[config.mk]
export PLATFORM = sky130hd
export DESIGN_NAME = sreg_tx
export DESIGN_NICKNAME = d
export VERILOG_FILES = /design/src/rtl/sreg_tx.sv
export SDC_FILE = /design/constraint.sdc
export NUM_CORES = 1
export LEC_CHECK = 0
export CORE_MARGIN = 3
export CORE_UTILIZATION = 46
export CTS_CLUSTER_SIZE = 8
export DETAILED_ROUTE_END_ITERATION = 10
export HOLD_SLACK_MARGIN = 0.05
export PLACE_DENSITY = 0.73
export SYNTH_ARGS = -nofsm -noshare
export SYNTH_HDL_FRONTEND = slang
export SYNTH_SLANG_ARGS = --single-unit
[constraint.sdc]
create_clock -name clk -period 1.22 [get_ports clk]
set_input_delay 0.244 -clock clk [delete_from_list [all_inputs] [get_ports clk]]
set_output_delay 0.244 -clock clk [all_outputs]
set_load 0.02 [all_outputs]
[src/rtl/sreg_tx.sv]
// sreg_tx: LSB-first parallel-to-serial transmitter.
// Load captures a word; en advances one bit per edge; done marks word end.
module sreg_tx #(
    parameter int WIDTH = 8
) (
    input  logic             clk,
    input  logic             rstn,
    input  logic             load,
    input  logic [WIDTH-1:0] din,
    input  logic             en,
    output logic             sdo,
    output logic             sen,
    output logic             busy,
    output logic             done
);

    localparam int CW = $clog2(WIDTH);
    localparam logic [CW-1:0] LAST = CW'(WIDTH - 1);

    typedef enum logic [1:0] {
        IDLE  = 2'd0,
        SHIFT = 2'd1,
        DONE  = 2'd2
    } state_t;

    state_t           state;
    logic [WIDTH-1:0] sr;
    logic [CW-1:0]    cnt;

    always_ff @(posedge clk or negedge rstn) begin
        if (!rstn) begin
            state <= IDLE;
            sr    <= '0;
            cnt   <= '0;
        end else begin
            unique case (state)
                IDLE, DONE: begin
                    if (load) begin
                        sr    <= din;
                        cnt   <= '0;
                        state <= SHIFT;
                    end else begin
                        state <= IDLE;
                    end
                end
                SHIFT: begin
                    if (en) begin
                        sr <= {1'b0, sr[WIDTH-1:1]};
                        // wrap to 0 so the counter never reaches WIDTH
                        if (cnt == LAST) begin
                            cnt   <= '0;
                            state <= DONE;
                        end else begin
                            cnt <= cnt + 1'b1;
                        end
                    end
                end
                default: state <= IDLE;
            endcase
        end
    end

    assign busy = (state == SHIFT);
    assign done = (state == DONE);
    assign sdo  = busy & sr[0];
    assign sen  = busy & en;

endmodule

# Word-level counts from Yosys, hierarchy flattened
# Index checks and enable logic that the tools add are counted.
# word_totals
latch_bits,0
input_bits,12
memories,0
romBits,0
ram_bits,0
out_inout_bits,4
regBits,13
# op_classes
shifts,0
n_bitwise,2
reduce_logical,5
order_cmp,0
add_sub_neg,1
muxes,11
div_mod_pow,0
multipliers,0
n_eq_ne,6
# op_table
op,n
8-bit 2-to-1 mux,2
8-bit case mux with 2 select lines,1
3-bit 2-to-1 mux,3
3-bit case mux with 2 select lines,1
2-bit 2-to-1 mux,2
2-bit inequality test (second input constant),2
2-bit case mux with 2 select lines,1
3-bit by 1-bit adder with 3-bit output (second input constant),1
3-bit == test (second input constant),1
3-bit AND reduction,1
1-bit AND,2
2-bit by 1-bit == test with 1-bit output (second input constant),1
2-bit == test (second input constant),1
2-bit zero test,1
2-bit by 1-bit inequality test with 1-bit output (second input constant),1
2-bit AND reduction,1
2-bit nonzero test,1
2-bit OR reduction,1
1-bit 2-to-1 mux,1

# Longest topological paths before layout
# depth
word_depth,4
depth_mapped,5

# Worst setup path after synthesis
# No wires, ideal clock.
# synth_path
kind,register to output
from,register state[0]
to,output sdo
path_slack_ns,-0.148
arrival_time_ns,1.124
path_buffers,0
stages_incl_launch_ff,3
path_cell_list,dfrtp_1 nor2b_1 and2_1
# synth_via
elab_chain_cells,2
# synth_rtl
item,line,text
start: declaration,26,state_t state;
start signal: assignment,32,state <= IDLE;
start signal: assignment,41,state <= SHIFT;
start signal: assignment,43,state <= IDLE;
2-bit by 1-bit == test with 1-bit output,63,assign busy = (state == SHIFT);
named net busy,13,"output logic busy,"
1-bit AND,65,assign sdo = busy & sr[0];
end: declaration,11,"output logic sdo,"
# The timed path passes the listed nets, and every way through them passes these cells.

# Worst setup path in the final report
# layout_path
from,register state[1]
to,output sdo
# layout_via
elab_chain_cells,2
# layout_rtl
item,line
2-bit by 1-bit == test with 1-bit output,63
1-bit AND,65
# No other way between the ends.

==> results.txt <==
----------------------------------------------------
[Floorplan]
  Effective utilization at floorplan ... 52.5%
  Number of placement rows ... 12
  Area of the die ... 1850 µm²
  Horizontal die dimension ... approximately 43 µm
  Placeable core region ... 1200 µm²
  Number of I/O pins ... 16
  Floorplan die height ... 43.0 µm

[Setup path]
  Kind of cell adding the most delay to the critical path ... flip-flops
  Worst Path Arrival ... around 1.1 ns
  Critical path class ... register to output pin
  Peak fanout along the critical path ... 3
  Buffer and inverter count on the worst path ... 1
  Critical path cell sequence ... nor2b_4 -> and2_4 -> buf_6
  Max stage delay cell, worst path ... sky130_fd_sc_hd__dfrtp_1
  Critical Path RT ... 0.98 ns
  Critical Path Max Stage Delay ... roughly 0.43 ns
  Setup crit start kind ... register
  Worst Setup End Kind ... output pin

[CTS]
  Cts bufs inserted ... 3
  Number of hold buffers added after cts ... 0
  Clock insertion delay at the later pin of the skew report ... 0.27 ns
  Clock-pin slew on the worst setup and hold paths ... 0.08 ns
  H-Tree Depth ... 1
  Maximum clock insertion buffer count ... 2
  CTS tree ... yes
  CTS root buf ... sky130_fd_sc_hd__clkbuf_4
  Clock tree sinks ... 13

[Yosys]
  Number of library cell types mapped by synthesis ... 18
  Mapped Nets ... 76
  Cell types with the largest area share after synthesis ... sky130_fd_sc_hd__dfrtp_1, sky130_fd_sc_hd__o22ai_1, sky130_fd_sc_hd__nor3_1
  Gate count after technology mapping ... 62
  Leading area contributor after synthesis ... sky130_fd_sc_hd__dfrtp_1
  Post-synth design cell area ... around 630 µm²
  Average size of a mapped cell ... 10.2 µm²
  Number of warnings issued by yosys ... 0
  Yosys top cell area share ... between 50% and 60%
  Sequential fraction of the synthesis area ... between 50% and 60%
  FF+latch count, synth ... 13

[Final layout]
  Most common library cell in the layout ignoring fill and taps ... sky130_fd_sc_hd__dfrtp_1
  Fraction of the core area covered by cells at the end of the flow ... 77.7%
  Number of fill cells in the layout ... 93
  Nets@finish ... 103
  Final instance area ... between 900 and 1000 µm²
  Commonest cells after routing, fill and taps aside ... sky130_fd_sc_hd__dfrtp_1, sky130_fd_sc_hd__clkdlybuf4s50_1, sky130_fd_sc_hd__buf_4
  Area added between synthesis and finish ... 48.0%
  Diodes inserted ... 0
  Fraction of layout cells with a size suffix above 1 ... between 30% and 40%

[Timing]
  Remaining max-slew budget at the tightest pin ... 87.1%
  Slew Limit Fails ... 0
  Slew at the pin closest to its max-slew limit ... 0.192 ns
  Peak clock frequency supported by timing ... 0.747 GHz
  Minimum setup slack in the final design ... -0.119 ns
  Shortest period the worst path allows ... 1.34 ns
  Final critical-path share of the clock period ... 110%
  Post-route clock skew ... 0.00562 ns
  Setup violators final ... 4
  Setup repair after global routing missed its margin ... yes
  Number of failing hold endpoints at the final stage ... 0

[Power and ir drop]
  Overall power of the completed layout ... 1930 µW
  Peak supply drop ... about 1.2 mV
  Leakage component of the power ... 0.000436 µW
  Ratio of total power to cell area ... slightly above 2000 nW/µm²

[GRT]
  Maximum number of pins on one net before global-route repair ... 14
  Number of global-route vias before repair ... 522
  Met2 demand-to-capacity share in global routing ... a little over a quarter
  Routing usage on met1 ... 21.5%
  Busiest layer in global routing ... met2
  Total routing resource utilization after global routing ... 16.5%
  Initial antenna violation count ... 0
  Global-route wire length before repair ... 2.33 mm
  Global-route met3 utilization ... under 10%
  Global route total overflow ... 0

[Place]
  # port buffers ... 15
  Placed inst area ... 820 µm²
  GP Congestion ... slightly above 0.7
  Post-DP HPWL ... 962 µm

[Drt]
  Detailed Route Iter0 Violations ... 11
  Via count of the routed design ... 549
  Vias/cell ... approximately 5.4
  Wire per inst ... 14.8 µm
  DRC Markers ... 0
  Detailed-routing iteration count for the pre-antenna-repair pass ... 4
  Overall routed net length ... 1.51 mm
  Antenna Violating Nets Remaining ... 0

[Status]
  Outcome ... complete, but fails checks
  Violated checks ... setup timing

[Job]
  Max-cap check violation count ... 0

[Min path]
  Hold/Removal Path Class ... input port to async pin

----------------------------------------------------
-- kinds of logic after synthesis --
kind of cell	Yosys count	synth area share, %
simple gates	34	28.8
flops	13	51.6
compound gates	8	8.93
buf+inv	5	6.74
fa+ha+maj	2	3.97
-- Yosys cell counts (all sizes together) --
library cell and instances:
and2 2, dfrtp 13, nand2b 1, nand3b 1, o31ai 1, nor2 7
nand3 4, and2b 1, ha 2, buf 4, o22ai 7, inv 1
nand2 9, nor2b 2, nor3 7
-- path summary, 6_finish.rpt --
check / cells past startpoint / from / slack [ns] / end
min reg2reg: 2 / sr[7]$_DFFE_PN0P_ / 0.52 / sr[7]$_DFFE_PN0P_
min: 2 / rstn / 0.27 / sr[6]$_DFFE_PN0P_
max: 3 / state[1]$_DFFE_PN0P_ / -0.12 / sdo
max reg2reg: 6 / state[0]$_DFFE_PN0P_ / 0.01 / sr[6]$_DFFE_PN0P_
max in group asynchronous: 2 / rstn / 0.78 / cnt[1]$_DFFE_PN0P_
min in group clk: 3 / din[7] / 0.51 / sr[7]$_DFFE_PN0P_
-- cell type report --
type	count	area [µm²]	area share, %
sequential	13	325	34.9
clock buffer	4	26.3	2.82
tap	14	17.5	1.88
inverter	1	6.26	0.670
multi-input combinational	44	317	33.9
timing repair buffer	26	241	25.9
-- metrics by stage --
stage | cells | setup slack [ns] | hold WS, ns | setup TNS (ns)
after floorplan | 62 | 0.0639 | -0.0516 | 0
after global placement | 94 | -0.581 | 0.476 | -2.96
after detailed placement | 94 | -0.580 | 0.499 | -3.19
after CTS | 101 | -0.102 | 0.267 | -0.257
after global routing | 102 | -0.175 | 0.278 | -0.613
final | 102 | -0.119 | 0.269 | -0.357
-- sequential cells by signal, summed over array words and instances, names as in the netlist --
register and count:
sr 8, cnt 3, state 2
-- worst register-to-register path, delay by kind of cell (launching register included) --
| kind | cells | cell delay (ns) |
|---|---|---|
| flops | 1 | 0.41 |
| simple gates | 3 | 0.36 |
| buf+inv | 3 | 0.33 |
-- timing repair --
action	CTS	global route
resized for setup	24	12
pin swaps	1	2
setup endpoints to repair	4	12
buffers inserted	3	2
-- power breakdown --
part | total [µW] | switching (µW) | internal [µW]
registers | 745 | 134 | 610
clock network | 266 | 140 | 126
logic | 924 | 422 | 502
-- metal layers --
layer  vias up  wire length (µm)
met4         0                14
li1        265                 -
met5         -                 0
met3         2                81
met1       269               674
met2        13               741
(Power assumes the default switching activity.)
